File: src/rtl/carry_sel_pkg.sv
// Shared constants and helpers for the carry-select adder slice.
package carry_sel_pkg;

  localparam int CSA_WIDTH_DEF = 4;
  localparam int CSA_BLOCK_DEF = 2;

  // Number of carry-select blocks; callers guarantee block divides width.
  function automatic int csa_num_blocks(input int width, input int block);
    return width / block;
  endfunction

endpackage

File: src/rtl/rca_block.sv
// Ripple-carry chain of BLOCK full adders; used for every carry-select segment.
module rca_block #(
  parameter int BLOCK = 2
) (
  input  logic [BLOCK-1:0] a,
  input  logic [BLOCK-1:0] b,
  input  logic             cin,
  output logic [BLOCK-1:0] sum,
  output logic             cout
);

  logic [BLOCK:0] w_c;

  assign w_c[0] = cin;

  for (genvar i = 0; i < BLOCK; i++) begin : g_fa
    assign sum[i]   = a[i] ^ b[i] ^ w_c[i];
    assign w_c[i+1] = (a[i] & b[i]) | (w_c[i] & (a[i] ^ b[i]));
  end

  assign cout = w_c[BLOCK];

endmodule

File: src/rtl/carry_sel_adder.sv
// Registered carry-select adder: sout <= a + b + c at WIDTH+1 bits, one cycle latency.
module carry_sel_adder
  import carry_sel_pkg::*;
#(
  parameter int WIDTH = CSA_WIDTH_DEF,
  parameter int BLOCK = CSA_BLOCK_DEF
) (
  input  logic             clk,
  input  logic             rst,
  input  logic [WIDTH-1:0] a,
  input  logic [WIDTH-1:0] b,
  input  logic             c,
  output logic [WIDTH:0]   sout,
  output logic             cout
);

  localparam int NB = csa_num_blocks(WIDTH, BLOCK);

  if (BLOCK < 1 || (WIDTH % BLOCK) != 0 || WIDTH < 2) begin : g_bad_cfg
    $error("carry_sel_adder: BLOCK must be >= 1 and divide WIDTH (>= 2)");
  end

  logic [NB:0]             w_carry;
  logic [NB-1:0][BLOCK-1:0] w_blk_sum;
  logic [WIDTH:0]          w_res;
  logic [WIDTH:0]          r_sout;

  assign w_carry[0] = c;

  rca_block #(.BLOCK(BLOCK)) u_blk0 (
    .a    (a[BLOCK-1:0]),
    .b    (b[BLOCK-1:0]),
    .cin  (w_carry[0]),
    .sum  (w_blk_sum[0]),
    .cout (w_carry[1])
  );

  // Upper blocks pre-compute both carry-in cases; the incoming carry picks one.
  for (genvar k = 1; k < NB; k++) begin : g_sel
    logic [BLOCK-1:0] w_s0, w_s1;
    logic             w_c0, w_c1;

    rca_block #(.BLOCK(BLOCK)) u_rca0 (
      .a    (a[k*BLOCK +: BLOCK]),
      .b    (b[k*BLOCK +: BLOCK]),
      .cin  (1'b0),
      .sum  (w_s0),
      .cout (w_c0)
    );

    rca_block #(.BLOCK(BLOCK)) u_rca1 (
      .a    (a[k*BLOCK +: BLOCK]),
      .b    (b[k*BLOCK +: BLOCK]),
      .cin  (1'b1),
      .sum  (w_s1),
      .cout (w_c1)
    );

    assign w_blk_sum[k] = w_carry[k] ? w_s1 : w_s0;
    assign w_carry[k+1] = w_carry[k] ? w_c1 : w_c0;
  end

  assign w_res = {w_carry[NB], w_blk_sum};

  always_ff @(posedge clk) begin
    if (rst) r_sout <= '0;
    else     r_sout <= w_res;
  end

  // cout is a view of the same register bit so the two can never disagree.
  assign sout = r_sout;
  assign cout = r_sout[WIDTH];

endmodule

File: config.mk
export PLATFORM = sky130hd
export DESIGN_NAME = carry_sel_adder
export DESIGN_NICKNAME = d
export VERILOG_FILES = /design/src/rtl/carry_sel_pkg.sv /design/src/rtl/rca_block.sv /design/src/rtl/carry_sel_adder.sv
export SDC_FILE = /design/constraint.sdc
export NUM_CORES = 1
export LEC_CHECK = 0
export CAP_MARGIN = 40
export CORE_AREA = 8 8 45 47
export CTS_CLUSTER_SIZE = 14
export DETAILED_ROUTE_END_ITERATION = 7
export DIE_AREA = 0 0 53 55
export PLACE_DENSITY_LB_ADDON = 0.08
export SYNTH_ARGS = -nofsm -noshare
export SYNTH_HDL_FRONTEND = slang
export SYNTH_SLANG_ARGS = --single-unit
export TNS_END_PERCENT = 5
File: constraint.sdc
create_clock -name clk -period 2.34 [get_ports clk]
set_clock_uncertainty 0.2 [all_clocks]
set_input_delay 0.702 -clock clk [delete_from_list [all_inputs] [get_ports clk]]
set_output_delay 0.702 -clock clk [all_outputs]
set_load 0.01 [all_outputs]
After elaboration in Yosys (flattened, before gate mapping)

Cells that the tools add are included.

Muxes and demuxes: 2
Bitwise operators: 22

Operator list:

| operator          | count |
|---|---|
| 1-bit bitwise AND | 8 |
| 1-bit bitwise XOR | 8 |
| 1-bit bitwise OR  | 5 |
| 2-bit two-way mux | 1 |
| 1-bit two-way mux | 1 |
| 1-bit inverter    | 1 |

Bits in registers: 5
Input port bits: 11
Output and inout bits: 6
Logic and storage cells: 25

Logic depth before layout (Yosys ltp)

Word-level depth: 6
Mapped depth: 8
Mapped depth without buffers: 8

Hierarchy

Synthesis repeated with hierarchy kept, for this count alone.

Cell total of the unflattened synthesis: 46
Area total of the unflattened synthesis: 379.1 um2

Modules (own cells, without submodules):

| module          | times used | cells each | area an instance (um2) | sequential area each (um2) |
|---|---|---|---|---|
| rca_block       | 3          | 10         | 70.1                   | 0.0 |
| carry_sel_adder | 1          | 16         | 168.9                  | 100.1 |

Worst setup path after synthesis

Ideal clock, no wire load.

Kind: input port to flip-flop
Start: in a[0]
End: reg r_sout[3], in the netlist sout[3]
Library setup time: 0.064 ns
Arrival time: 2.073 ns
Data required time: 2.076 ns
Path slack: 0.003 ns
Stages: 7
Buffers on the path: 0
Cells stage by stage: inv_1 > fa_1 > inv_1 > fa_1 > o21ai_0 > fa_1 > nor2_1

Word-level cells in the longest chain between the ends: 6
Elaborated cells between the ends (all ways): 7
Those cells by class: mux (1); bitwise (6)

Ends and longest elaborated chain:

| what                   | line                  | source |
|---|---|---|
| start: declaration     | carry_sel_adder.sv:10 | `input logic [WIDTH-1:0] a,` |
| 1-bit bitwise XOR      | rca_block.sv:18       | `assign w_c[i+1] = (a[i] & b[i]) \| (w_c[i] & (a[i] ^ b[i]));` |
| 1-bit bitwise AND      | rca_block.sv:18       |  |
| 1-bit bitwise OR (*)   | rca_block.sv:18       |  |
| 1-bit bitwise AND (*)  | rca_block.sv:18       |  |
| 1-bit bitwise OR (*)   | rca_block.sv:18       |  |
| 2-bit two-way mux (*)  | carry_sel_adder.sv:59 | `assign w_blk_sum[k] = w_carry[k] ? w_s1 : w_s0;` |
| end signal: assignment | carry_sel_adder.sv:67 | `else r_sout <= w_res;` |
| end: declaration       | carry_sel_adder.sv:26 | `logic [WIDTH:0] r_sout;` |

Every way passes the cells marked *; elsewhere a longest branch is shown, timed or not.
A chain may end at the register's enable or synchronous reset.

Final worst setup path

Same ends and word-level chain as after synthesis.

==> metrics.txt <==
outcome=completed; Multi-input gate area=135 um2; Post-DRT Antenna Nets=0; Combinational Power Share=28.3%; Top Family by Delay on Critical Path=adder cells; Placed Instance Area=442 um2; Synth-to-Final Area Change=79.4%; total congestion overflow=0; Critical Path Slowest Stage Cell=fa_1; Commonest cells post-synth=inv_1 (8), dfxtp_1 (5), nor2_1 (4); Yosys top cell by area=dfxtp_1; fin nets=64; die area=2920 um2; drt via density=3.59; TritonCTS clock tree=done; # DRC=0; Post-Syn Nets=43; Fin. Hold Viols=0; Via Count=226; Period Utilization, post-route=97.2%; Die W=53 um; most common cell in the netlist=inv_1; first-pass GRT wire length=759 um; yosys warns=0; final core occ=33.9%; flops & latches, synth=5; HP Class=in -> reg; synthesized area=262 um2; vias in the first global route=201; RSZ-0062 raised after global routing=no; crit start category=input pin; sequential share of power=36.6%; Initial Utilization=18.9%; Final Cell Area=469 um2; max capacitance violation total=0; hold path depth=4; Yosys top cell area share=38.3%; Buf+Inv Stages, Crit Path=3; Avg Cell Area, Syn=9.69 um2; Root Driver=clkbuf_4; synthesized instance count=27; Internal=207 uW; largest net degree at the start of global routing=6; layout cell share with drive strength beyond 1=29.8%; Sink Count=5; Pre-antenna DRT Iters=1; top_reg_cell synth=dfxtp_1; max reg flops=5; net switching power=60.4 uW; CP cell instances=clkdlybuf4s15_1 > inv_2 > fa_2 > inv_2 > fa_2 > nand2_2 > o21ai_2 > fa_1 > nor2_1; clock tree buffer depth=2; Max Fclk=0.440 GHz; Max IR drop VDD=0.000135 V; min Tclk post-route=2.27 ns; ys async rst share=0%; Pleak=0.215 nW; num rows=14; routability-driven placement congestion ratio=0.550; clock power share=35.1%; final wirelength=521 um; wire per inst=8.27 um; Max stage delay on crit path=0.47 ns; Total GRT Usage=3.89%; Worst Path Arrival=2.20 ns; final slew viol count=0; Storage cell area=100 um2; initial antenna violation count=0; Top reg by flops=sout; Crit. End Element=flip-flop; Least-Margin Pin Slew=0.158 ns; Sw Share=22.6%; Crit. path cell count=9; first-iteration detailed-routing DRC count=0; Port Buffers=16; Critical Path Fanout Max=3; PD cells=569 nW/um2; CTS clock-pin slew for the worst setup and hold paths=0.04 ns; Die Y=55 um; worst path required time=2.26 ns; Inserted Diodes=0; Setup Viol. Count Final=0; Post-CTS Hold Fix Bufs=0; I/O Pins=17; FILL cells=144; ranking of synthesized cells by area=dfxtp_1 (38%), fa_1 (23%), inv_1 (11%); Setup Crit Path Kind=in -> reg; post-DP HPWL=502 um; core area=1380 um2; register area share after synthesis=38.3%; Yosys cell types=10; largest registers=sout: 5 flops; total CTS buffers=3; Worst slew margin=89.4%; number of synthesized flops with an enable pin=0; CTS H-Tree Depth=1
## cells in the final DEF (no fill, tap or decap)
cell type        count
ha_1                 2
buf_4                1
fa_2                 2
clkdlybuf4s50_1     13
clkbuf_4             3
clkbuf_1             1
dfxtp_1              5
inv_1                4
nand2_2              1
fa_1                 1
inv_2                4
nor2b_1              1
o21ai_2              1
clkdlybuf4s15_1      1
xnor2_1              1
clkbuf_2             2
nor2_1               4
## worst min-delay path, cell delays in order
cell      delay, ns
clkbuf_2       0.09
inv_2          0.05
fa_2           0.18
nor2_1         0.04
## through the flow
step	setup WS (ns)	total power [mW]	hold WS, ns	TNS (ns)	instances
2_1_floorplan	0.00258	0.129	0.569	0	27
3_5_place_dp	-0.529	0.174	1.13	-1.32	59
3_3_place_gp	-0.508	0.173	1.13	-1.27	59
6_report	0.0664	0.267	0.678	0	63
4_1_cts	0.0113	0.277	0.762	0	63
5_1_grt	0.00821	0.287	0.690	0	63
## layout make-up
| class | count | area share, % |
|---|---|---|
| clock buffer | 4 | 5.60 |
| inverter | 8 | 6.40 |
| multi-input combinational | 13 | 28.8 |
| sequential | 5 | 21.3 |
| tap | 16 | 4.27 |
| timing repair buffer | 17 | 33.6 |
## logic make-up after synthesis
group	Yosys count	share of synthesized area (%)
flip-flops	5	38.3
XOR/XNOR	1	3.35
buffers and inverters	9	14.4
AO/OA/AOI/OAI	1	1.91
adder cells (fa/ha/maj)	5	32.5
AND/OR/NAND/NOR	6	9.57
## path summary, 6_finish.rpt
kind / start / to
setup / recovery: a[0] / sout[3]$_SDFF_PP0_
hold / removal: c / sout[0]$_SDFF_PP0_
## power by group through the flow
stage          clock network, mW  logic [mW]  registers [mW]
6_report                  0.0937      0.0755          0.0977
5_1_grt                    0.105      0.0834          0.0986
4_1_cts                    0.100      0.0785          0.0978
3_5_place_dp                   0      0.0748          0.0993
3_3_place_gp                   0      0.0739          0.0992
2_1_floorplan                  0      0.0242           0.105
## routing by layer
layer | part of all wire [%] | track usage [%] | up-vias
li1 | - | - | 115
met1 | 28 | 3.06 | 100
met2 | 55 | 6.05 | 9
met3 | 15 | 2.14 | 2
met4 | 1.5 | 5.17 | 0
met5 | 0 | 0 | -
## timing repair
item | in CTS | in global routing
setup buffers | 0 | 0
endpoints found under the setup margin | 2 | 1
pin swaps | 6 | 4
hold endpoints to repair | 0 | 0
resized for setup | 14 | 3
Note: power is estimated with default switching activity, not from simulation.
